File: config.mk
export PLATFORM = sky130hd
export DESIGN_NAME = player_motion_ctl
export DESIGN_NICKNAME = d
export VERILOG_FILES = /design/src/rtl/player_motion_ctl_pkg.sv /design/src/rtl/player_motion_ctl_btn_sync.sv /design/src/rtl/player_motion_ctl.sv
export SDC_FILE = /design/constraint.sdc
export NUM_CORES = 1
export LEC_CHECK = 0
export CAP_MARGIN = 20
export CELL_PAD_IN_SITES_DETAIL_PLACEMENT = 0
export CELL_PAD_IN_SITES_GLOBAL_PLACEMENT = 1
export CORE_MARGIN = 2
export CORE_UTILIZATION = 49
export CTS_BUF_LIST = sky130_fd_sc_hd__clkbuf_8
export DETAILED_ROUTE_END_ITERATION = 10
export DONT_BUFFER_PORTS = 1
export PLACE_DENSITY = 0.86
export SLEW_MARGIN = 20
export SYNTH_ARGS = -nofsm -noshare
export SYNTH_HDL_FRONTEND = slang
export SYNTH_SLANG_ARGS = --single-unit
File: constraint.sdc
create_clock -name pclk -period 3.4 [get_ports pclk]
set_input_delay 0.34 -clock pclk [delete_from_list [all_inputs] [get_ports pclk]]
set_output_delay 0.34 -clock pclk [all_outputs]
set_load 0.01 [all_outputs]
File: src/rtl/player_motion_ctl_pkg.sv
// Shared court geometry and motion constants for the blob motion controllers.
// player2 reuses the coordinate width and court limits with a mirrored X range.
package player_motion_ctl_pkg;

  localparam int unsigned COORD_W = 12;

  localparam logic [COORD_W-1:0] X_MIN_DEF    = 12'd16;
  localparam logic [COORD_W-1:0] X_MAX_DEF    = 12'd432;
  localparam logic [COORD_W-1:0] X_START_DEF  = 12'd200;
  localparam logic [COORD_W-1:0] Y_TOP_DEF    = 12'd64;
  localparam logic [COORD_W-1:0] Y_GROUND_DEF = 12'd620;

  localparam logic [3:0]        STEP_X_DEF  = 4'd6;
  localparam logic signed [7:0] JUMP_V0_DEF = 8'sd24;
  localparam logic signed [7:0] GRAVITY_DEF = 8'sd1;

  // Jump FSM encoding kept identical to the legacy localparam values.
  typedef enum logic [0:0] {
    ST_GROUND = 1'b0,
    ST_AIR    = 1'b1
  } motion_state_t;

  // Signed 8-bit add clamped to [-128, +127].
  function automatic logic signed [7:0] sat_add_vel(input logic signed [7:0] v,
                                                    input logic signed [7:0] g);
    logic signed [8:0] s;
    s = {v[7], v} + {g[7], g};
    if (s > 9'sd127)       return 8'sd127;
    else if (s < -9'sd128) return -8'sd128;
    else                   return s[7:0];
  endfunction

endpackage

File: src/rtl/player_motion_ctl_btn_sync.sv
// btn_sync: N-bit two-flop synchroniser for asynchronous button inputs.
//  clk  in  1      sampling clock
//  rst  in  1      synchronous, active-high reset (clears both stages)
//  d    in  WIDTH  asynchronous inputs
//  q    out WIDTH  synchronised outputs (two clk latency)
module btn_sync #(
  parameter int unsigned WIDTH = 1
) (
  input  logic             clk,
  input  logic             rst,
  input  logic [WIDTH-1:0] d,
  output logic [WIDTH-1:0] q
);

  logic [WIDTH-1:0] meta;

  always_ff @(posedge clk) begin
    if (rst) begin
      meta <= '0;
      q    <= '0;
    end else begin
      meta <= d;
      q    <= meta;
    end
  end

endmodule

File: src/rtl/player_motion_ctl.sv
// player_motion_ctl: once-per-frame motion controller for one blob sprite.
// Position, velocity and jump state update only on the cycle where vblnk_in
// rises, so the sprite never moves mid-scan.
//  pclk       in   1   pixel clock
//  rst        in   1   synchronous, active-high reset
//  vblnk_in   in   1   vertical blank from the timing generator
//  btn_left   in   1   async button, active-high
//  btn_right  in   1   async button, active-high
//  btn_jump   in   1   async button, active-high
//  xpos       out  12  sprite top-left x
//  ypos       out  12  sprite top-left y
//  in_air     out  1   high while the jump FSM is airborne
//  frame_tick out  1   one-cycle pulse on the cycle after an update
module player_motion_ctl
  import player_motion_ctl_pkg::*;
#(
  parameter logic [11:0]        X_MIN    = X_MIN_DEF,
  parameter logic [11:0]        X_MAX    = X_MAX_DEF,
  parameter logic [11:0]        X_START  = X_START_DEF,
  parameter logic [11:0]        Y_TOP    = Y_TOP_DEF,
  parameter logic [11:0]        Y_GROUND = Y_GROUND_DEF,
  parameter logic [3:0]         STEP_X   = STEP_X_DEF,
  parameter logic signed [7:0]  JUMP_V0  = JUMP_V0_DEF,
  parameter logic signed [7:0]  GRAVITY  = GRAVITY_DEF
) (
  input  logic        pclk,
  input  logic        rst,
  input  logic        vblnk_in,
  input  logic        btn_left,
  input  logic        btn_right,
  input  logic        btn_jump,
  output logic [11:0] xpos,
  output logic [11:0] ypos,
  output logic        in_air,
  output logic        frame_tick
);

  logic [2:0]        btn_s;
  logic              vblnk_d;
  logic              tick;
  logic              left, right, jump;
  motion_state_t     state, state_next;
  logic signed [7:0] vel, vel_next;
  logic [11:0]       x_next, y_next;
  logic signed [12:0] nx_l, nx_r, ny;

  btn_sync #(.WIDTH(3)) u_btn_sync (
    .clk (pclk),
    .rst (rst),
    .d   ({btn_jump, btn_right, btn_left}),
    .q   (btn_s)
  );

  assign left  = btn_s[0];
  assign right = btn_s[1];
  assign jump  = btn_s[2];
  assign tick  = vblnk_in & ~vblnk_d;

  // Horizontal step, evaluated in 13-bit signed so a step past either edge
  // cannot wrap before it is clamped.
  always_comb begin
    x_next = xpos;
    nx_l   = $signed({1'b0, xpos}) - $signed({9'd0, STEP_X});
    nx_r   = $signed({1'b0, xpos}) + $signed({9'd0, STEP_X});
    if (left && !right)
      x_next = (nx_l < $signed({1'b0, X_MIN})) ? X_MIN : nx_l[11:0];
    else if (right && !left)
      x_next = (nx_r > $signed({1'b0, X_MAX})) ? X_MAX : nx_r[11:0];
  end

  // Jump FSM with constant gravity; downward is positive velocity.
  always_comb begin
    y_next     = ypos;
    vel_next   = vel;
    state_next = state;
    ny         = $signed({1'b0, ypos}) + $signed({{5{vel[7]}}, vel});
    case (state)
      ST_GROUND: begin
        if (jump) begin
          vel_next   = -JUMP_V0;
          state_next = ST_AIR;
        end else begin
          y_next   = Y_GROUND;
          vel_next = '0;
        end
      end
      default: begin
        if (ny >= $signed({1'b0, Y_GROUND})) begin
          y_next     = Y_GROUND;
          vel_next   = '0;
          state_next = ST_GROUND;
        end else if (ny < $signed({1'b0, Y_TOP})) begin
          y_next   = Y_TOP;
          vel_next = '0;
        end else begin
          y_next   = ny[11:0];
          vel_next = sat_add_vel(vel, GRAVITY);
        end
      end
    endcase
  end

  always_ff @(posedge pclk) begin
    if (rst) begin
      vblnk_d    <= 1'b0;
      frame_tick <= 1'b0;
      xpos       <= X_START;
      ypos       <= Y_GROUND;
      vel        <= '0;
      state      <= ST_GROUND;
      in_air     <= 1'b0;
    end else begin
      vblnk_d    <= vblnk_in;
      frame_tick <= tick;
      if (tick) begin
        xpos   <= x_next;
        ypos   <= y_next;
        vel    <= vel_next;
        state  <= state_next;
        in_air <= (state_next == ST_AIR);
      end
    end
  end

endmodule

==> reports/qor.csv, run 1 <==
stage;metric;value;unit
hold_path;hold_path_class;in -> reg;
setup_path;reg2reg_depth;11;
clock_tree;cts_hold_buf;0;
drt;drt_pre_antenna_iters;4;
finish;final_cell_mix;nor2_1 (43), nand2_1 (40), dfxtp_1 (40);
setup_path;arrival;3360;ps
sta;slew_headroom;50.8;%
logic_synthesis;syn_nets;414;
hold_path;worstHoldStart;rst;
clock_tree;root_buffer;clkbuf_8;
global_route;grt_max_degree;28;
global_route;gr-usage-all-layers;23.1;%
clock_tree;cts_tree;done;
place;routabilityCongestion;0.967;
place;portBuffers;0;
floorplanning;die_h;82.7;microns
logic_synthesis;synthFlopType;dfxtp_1;
setup_path;cp_max_fo;7;
place;place_hpwl;5.39;mm
sta;finalCriticalPeriod;3170;ps
finish;fin_cells;453;
logic_synthesis;yosys_warnings;0;
sta;final_max_slew_viol_count;0;
drt;dr_total_vias;2831;
finish;diodes;0;
clock_tree;cts.sinks;40;
finish;fin_nets;403;
finish;syn2layout_area_growth;3.55;%
logic_synthesis;synthesis.area;3030;sq um
global_route;grt_pass1_vias;2525;
setup_path;required;3590;ps
clock_tree;clk_pin_slew_worst_paths;80;ps
logic_synthesis;synthArstFlopShare;0;%
sta;fin_crit_sh;93.3;%
global_route;grt_first_pass_wirelength;12.3;mm
clock_tree;clockBufferDepth;2;
floorplanning;dieWidth;82.7;microns
power_and_ir_drop;power.leakage;1.17;nW
clock_tree;cts-resized-gates;0;
hold_path;holdPathEnd;vel[5];
sta;skew;13.1;ps
place;dp.cells;446;
flow_run;maxCapViolCount;0;
setup_path;r2r-start;vel[0];
clock_tree;cts_made_buffers;5;
clock_tree;htree_levels;2;
drt;drtIter0Drc;172;
global_route;antenna_found_initial;0;
sta;hold_ws;105;ps
finish;layout_commonest_cell;nor2_1;
setup_path;cpPeakStageDelay;430;ps
logic_synthesis;ys_seq_elements;40;
setup_path;slowest_stage;dfxtp_1;
finish;drive_gt1_share;7.41;%
hold_path;hold_depth;1;
floorplanning;core;5960;sq um
power_and_ir_drop;finalPower;1.02;mW
floorplanning;io_pins;32;
logic_synthesis;postSynthCellCount;389;
drt;finalWirelength;7.28;mm
drt;routedWlPerCell;16.1;microns
logic_synthesis;synth-edff-count;0;
setup_path;worst-path-buf-inv;1;
setup_path;r2r_slack;230;ps
sta;tns;0;ps
floorplanning;start_util;50.9;%
sta;worst_pin_slew;728;ps
sta;finalWorstSetupSlack;227;ps
setup_path;crit_family;compound AO/OA/AOI/OAI gates;
global_route;overflow;0;
floorplanning;rows;28;
place;placed_area;3050;sq um
setup_path;critPathKind;reg -> reg;
clock_tree;cts_setup_buffers;0;
setup_path;crit_chain;ha_1 > inv_1 > fa_1 > nand2b_1 > a21o_1 > a211oi_4 > nor2_1 > o32a_1 > a22oi_4 > o221ai_2 > a221o_1;
clock_tree;clock_latency;300;ps
logic_synthesis;ys_types;67;
drt;ant_nets;0;
sta;hold_viol_final;0;
logic_synthesis;ys_seq_area_share;26.4;%
finish;final_area;3140;sq um
power_and_ir_drop;ir_drop;0.180;mV
floorplanning;fp.dieArea;6830;sq um
finish;post-route-util;52.7;%
power_and_ir_drop;powerDensity;324;nW/um^2
setup_path;cp-end-kind;flip-flop;
drt;viasPerCell;6.25;
sta;rsz0062_at_grt;false;
sta;fmax;315;MHz
drt;drc;0;
sta;setup_viol;0;
place;place_worst_setup_slack;144;ps
logic_synthesis;syn_area_per_cell;7.79;sq um
setup_path;r2r_end;ypos[2];
setup_path;worstSetupStartpointType;flip-flop;
status;status;finished clean;
## logic make-up after synthesis
| group | synth area share, % |
|---|---|
| other | 0.124 |
| buffers and inverters | 6.11 |
| AND/OR/NAND/NOR | 22.8 |
| AO/OA/AOI/OAI | 31.2 |
| XOR/XNOR | 4.33 |
| flip-flops | 26.4 |
| adder cells (fa/ha/maj) | 8.09 |
| multiplexers | 0.991 |
## worst max path at each step
stage	depth (start not counted)	endpoint	start
after detailed placement	11	vel[7]	vel[0]
final	11	ypos[2]	vel[0]
after CTS	11	vel[7]	vel[0]
after floorplan	11	ypos[9]	vel[0]
after global placement	11	vel[7]	vel[0]
after global routing	11	vel[7]	vel[0]
## layout make-up
type / instances / area (sq um)
Fill cell: 613 / 2820
Multi-Input combinational cell: 308 / 2060
Sequential cell: 40 / 801
Tap cell: 75 / 93.8
Clock buffer: 5 / 68.8
Inverter: 18 / 67.6
Timing Repair Buffer: 5 / 37.5
Clock inverter: 2 / 12.5
## where the power goes
| part | switching (mW) | internal (mW) |
|---|---|---|
| Sequential | 0.0231 | 0.484 |
| Combinational | 0.127 | 0.0777 |
| Clock | 0.168 | 0.139 |
## sequential cells by signal (all words and copies together), names as in the netlist
register         count
frame_tick           1
state                1
u_btn_sync.meta      3
u_btn_sync.q         3
vblnk_d              1
vel                  8
xpos                11
ypos                12
## per-layer routing
layer / track usage (%) / vias up / part of all wire, %
li1: - / 1406 / -
met1: 32.8 / 1344 / 50
met2: 35.1 / 72 / 44
met3: 4.67 / 9 / 4.7
met4: 7.05 / 0 / 1.3
met5: 0 / - / 0
## synthesized netlist by cell type (all sizes together) (10+ instances only)
master / instances / share of area, %
dfxtp: 40 / 26
nand2: 41 / 5.2
ha: 18 / 7.4
o21ai: 27 / 4.5
inv: 18 / 2.2
nor2b: 12 / 2.5
nor2: 43 / 5.3
nand3: 10 / 1.7
clkbuf: 14 / 1.7
xnor2: 10 / 2.9
a21o: 10 / 2.5
a21oi: 24 / 4.1
(Power assumes the default switching activity.)
==> inputs of run 2 (changes only) <==
CTS_CLUSTER_SIZE = 16   (was not set)
SYNTH_HIERARCHICAL = 1   (was not set)
==> run 2 against run 1 <==
Combinational power rose by 46%. Sequential cell count did not move. Sequential share of layout area fell by 1.3 points. Setup slack worse by 92 ps. Sequential power up 2%. Register-to-register slack worse by 90 ps. Wire length grew 10%. Hold slack lost 3.5 ps. Clock-buffer cell count is the same. First-iteration DRC count down 8.7%. Synthesized cell count is 1.5% lower. Largest power group unchanged.
==> reports/qor.csv, run 2 <==
stage;metric;value;unit
status;status;finished clean;
clock_tree;clock_latency;300;ps
sta;worst_pin_slew;887;ps
setup_path;r2r-start;vel[0];
logic_synthesis;synth_top_cell_by_area;dfxtp_1;
setup_path;cp-end-kind;flip-flop;
finish;post-route-util;55.5;%
sta;final_max_slew_viol_count;0;
sta;finalCriticalPeriod;3260;ps
logic_synthesis;yosys-top-cells-count;dfxtp_1 (40), a21oi_1 (28), nand2_1 (27), nor2_1 (25), o21ai_0 (20);
place;routabilityCongestion;0.832;
logic_synthesis;yosys.cell_count.top_type;dfxtp_1;
setup_path;cp_max_fo;8;
finish;layout_commonest_cell;dfxtp_1;
setup_path;reg2reg_depth;11;
sta;tns;0;ps
setup_path;arrival;3450;ps
clock_tree;cts.sinks;40;
logic_synthesis;synth.area.top_cells;dfxtp_1 (26%), ha_1 (7.4%), a21oi_1 (4.6%), nand2_1 (3.3%), o21ai_0 (3.3%);
finish;biggestRegsByFlops;ypos x12, xpos x11, vel x8;
logic_synthesis;postSynthCellCount;383;
floorplanning;io_pins;32;
floorplanning;rows;28;
setup_path;worstSetupStartpointType;flip-flop;
power_and_ir_drop;powerDensity;335;nW/um^2
clock_tree;cts_tree;done;
global_route;busiest_layer;met2;
global_route;grt_max_degree;22;
finish;syn2layout_area_growth;8.71;%
global_route;gr-usage-all-layers;22.5;%
clock_tree;root_buffer;clkbuf_8;
power_and_ir_drop;power.leakage;1.28;nW
finish;drive_gt1_share;11.5;%
setup_path;slowest_stage;a311o_2;
flow_run;maxCapViolCount;0;
sta;fin_crit_sh;96.0;%
logic_synthesis;synth-edff-count;0;
finish;final_cell_mix;dfxtp_1 (39), a21oi_1 (28), nand2_1 (27);
finish;fin_nets;416;
global_route;grt_pass1_vias;2728;
logic_synthesis;synthFlopType;dfxtp_1;
finish;fin_cells;466;
logic_synthesis;syn_nets;408;
hold_path;hold_path_class;in -> reg;
global_route;antenna_found_initial;0;
floorplanning;start_util;51.1;%
clock_tree;clk_pin_slew_worst_paths;80;ps
drt;drc;0;
drt;finalWirelength;8.01;mm
setup_path;crit_chain;ha_2 > inv_1 > fa_2 > nand2b_4 > a211oi_4 > nor2_1 > or3_1 > nand3b_1 > a311o_1 > a311o_2 > a221o_1;
drt;drtIter0Drc;157;
power_and_ir_drop;seqPwrFrac;46.3;%
global_route;grt_use_met1;27.6;%
logic_synthesis;synthArstFlopShare;0;%
drt;viasPerCell;6.25;
finish;regMostFlops;ypos;
sta;fmax;306;MHz
sta;setup_viol;0;
logic_synthesis;yosys_warnings;6;
place;place_hpwl;5.96;mm
sta;skew;5.76;ps
sta;rsz0062_at_grt;false;
hold_path;hold_depth;1;
floorplanning;fp.dieArea;6890;sq um
hold_path;worstHoldStart;rst;
hold_path;holdPathEnd;xpos[1];
global_route;grt_first_pass_wirelength;12.9;mm
global_route;overflow;0;
sta;hold_viol_final;0;
floorplanning;die_h;83.0;microns
finish;nFillCells;557;
setup_path;r2r_slack;140;ps
logic_synthesis;ys_seq_area_share;26.2;%
global_route;grt_util_met2;39.4;%
power_and_ir_drop;ir_drop;0.194;mV
finish;diodes;0;
logic_synthesis;yosys.area.top_type_share;26.2;%
power_and_ir_drop;clkPwrFrac;27.0;%
setup_path;required;3590;ps
place;portBuffers;0;
power_and_ir_drop;p_sw;370;uW
power_and_ir_drop;combPwrFrac;26.7;%
logic_synthesis;ys_types;73;
clock_tree;htree_levels;2;
drt;drt_pre_antenna_iters;4;
clock_tree;cts_setup_buffers;0;
setup_path;critPathKind;reg -> reg;
setup_path;r2r_end;ypos[5];
floorplanning;dieWidth;83.0;microns
sta;slew_headroom;40.8;%
logic_synthesis;synthesis.area;3060;sq um
logic_synthesis;syn_area_per_cell;7.99;sq um
drt;routedWlPerCell;17.2;microns
drt;ant_nets;0;
clock_tree;clockBufferDepth;2;
drt;dr_total_vias;2913;
logic_synthesis;ys_seq_elements;40;
clock_tree;cts_made_buffers;5;
place;dp.cells;458;
global_route;met3_usage;4.37;%
setup_path;cpPeakStageDelay;430;ps
finish;largest_reg_flops;12;
floorplanning;core;5990;sq um
power_and_ir_drop;internal-power;745;uW
power_and_ir_drop;p_sw_share;33.2;%
[run 2: cell count changes in the layout (fill, tap and decap cells not counted), sizes merged, moves of 5 or more]
| cell | previous run | this run |
|---|---|---|
| a32oi | 5 | 0 |
| nor2 | 43 | 26 |
| o21ai | 27 | 21 |
| buf | 5 | 21 |
| a21oi | 24 | 29 |
| nand3 | 10 | 15 |
| a22o | 0 | 7 |
| nand2 | 41 | 27 |
[run 2: metal layers]
metal	part of all wire, %	vias up
met3	4.7	11
met1	44	1368
met5	0	-
met4	1.7	0
met2	49	79
li1	-	1455
[run 2: worst max path at each step]
stage | depth (start not counted) | start | slack, ps | end
after CTS | 11 | vel[0] | 50 | ypos[5]
final | 11 | vel[0] | 140 | ypos[5]
after floorplan | 12 | ypos[0] | 40 | ypos[5]
after global placement | 11 | vel[0] | 130 | ypos[2]
after detailed placement | 11 | vel[0] | 50 | ypos[5]
after global routing | 10 | vel[1] | 2 | ypos[3]
[run 2: kinds of logic after synthesis]
logic type,synth area share (%)
AND/OR/NAND/NOR,25.2
AO/OA/AOI/OAI,30.2
flip-flops,26.2
buffers and inverters,5.03
adder cells (fa/ha/maj),8.02
XOR/XNOR,4.87
other,0.123
multiplexers,0.368
[run 2: timing repair]
item	in CTS	in global routing
hold buffers	0	0
resized for setup	0	2
endpoints found under the setup margin	0	7
[run 2: critical path: cells and delay by family, from the launching register on]
kind	cells	cell delay, ps
and+or+nand+nor	4	790
buffers and inverters	1	70
adders and majority gates	2	610
AOI/OAI and AO/OA	4	1320
DFF	1	390
[run 2: power groups by stage]
stage	Clock, mW	Combinational (mW)	Sequential [mW]
floorplan	0	0.219	0.519
global placement	0	0.283	0.527
detailed placement	0	0.286	0.527
CTS	0.311	0.287	0.517
global route	0.331	0.328	0.519
finish	0.302	0.298	0.516
[run 2: per-stage QoR]
stage / total power, mW / hold slack (ps) / cell area [sq um] / setup WS [ps]
floorplan: 0.738 / 412 / 3070 / 36.0
global placement: 0.811 / 414 / 3230 / 130
detailed placement: 0.813 / 413 / 3230 / 52.3
CTS: 1.11 / 90.7 / 3310 / 49.3
global route: 1.18 / 87.0 / 3330 / 1.61
finish: 1.12 / 101 / 3330 / 135
[run 2: final cells by class]
type / count / area, sq um / area share (%)
multi-input cells: 306 / 2130 / 64.0
flip-flops and latches: 40 / 805 / 24.2
repair buffers: 21 / 158 / 4.74
well taps: 75 / 93.8 / 2.82
clock buffers: 5 / 68.8 / 2.07
inverters: 17 / 63.8 / 1.92
clock inverters: 2 / 8.76 / 0.263
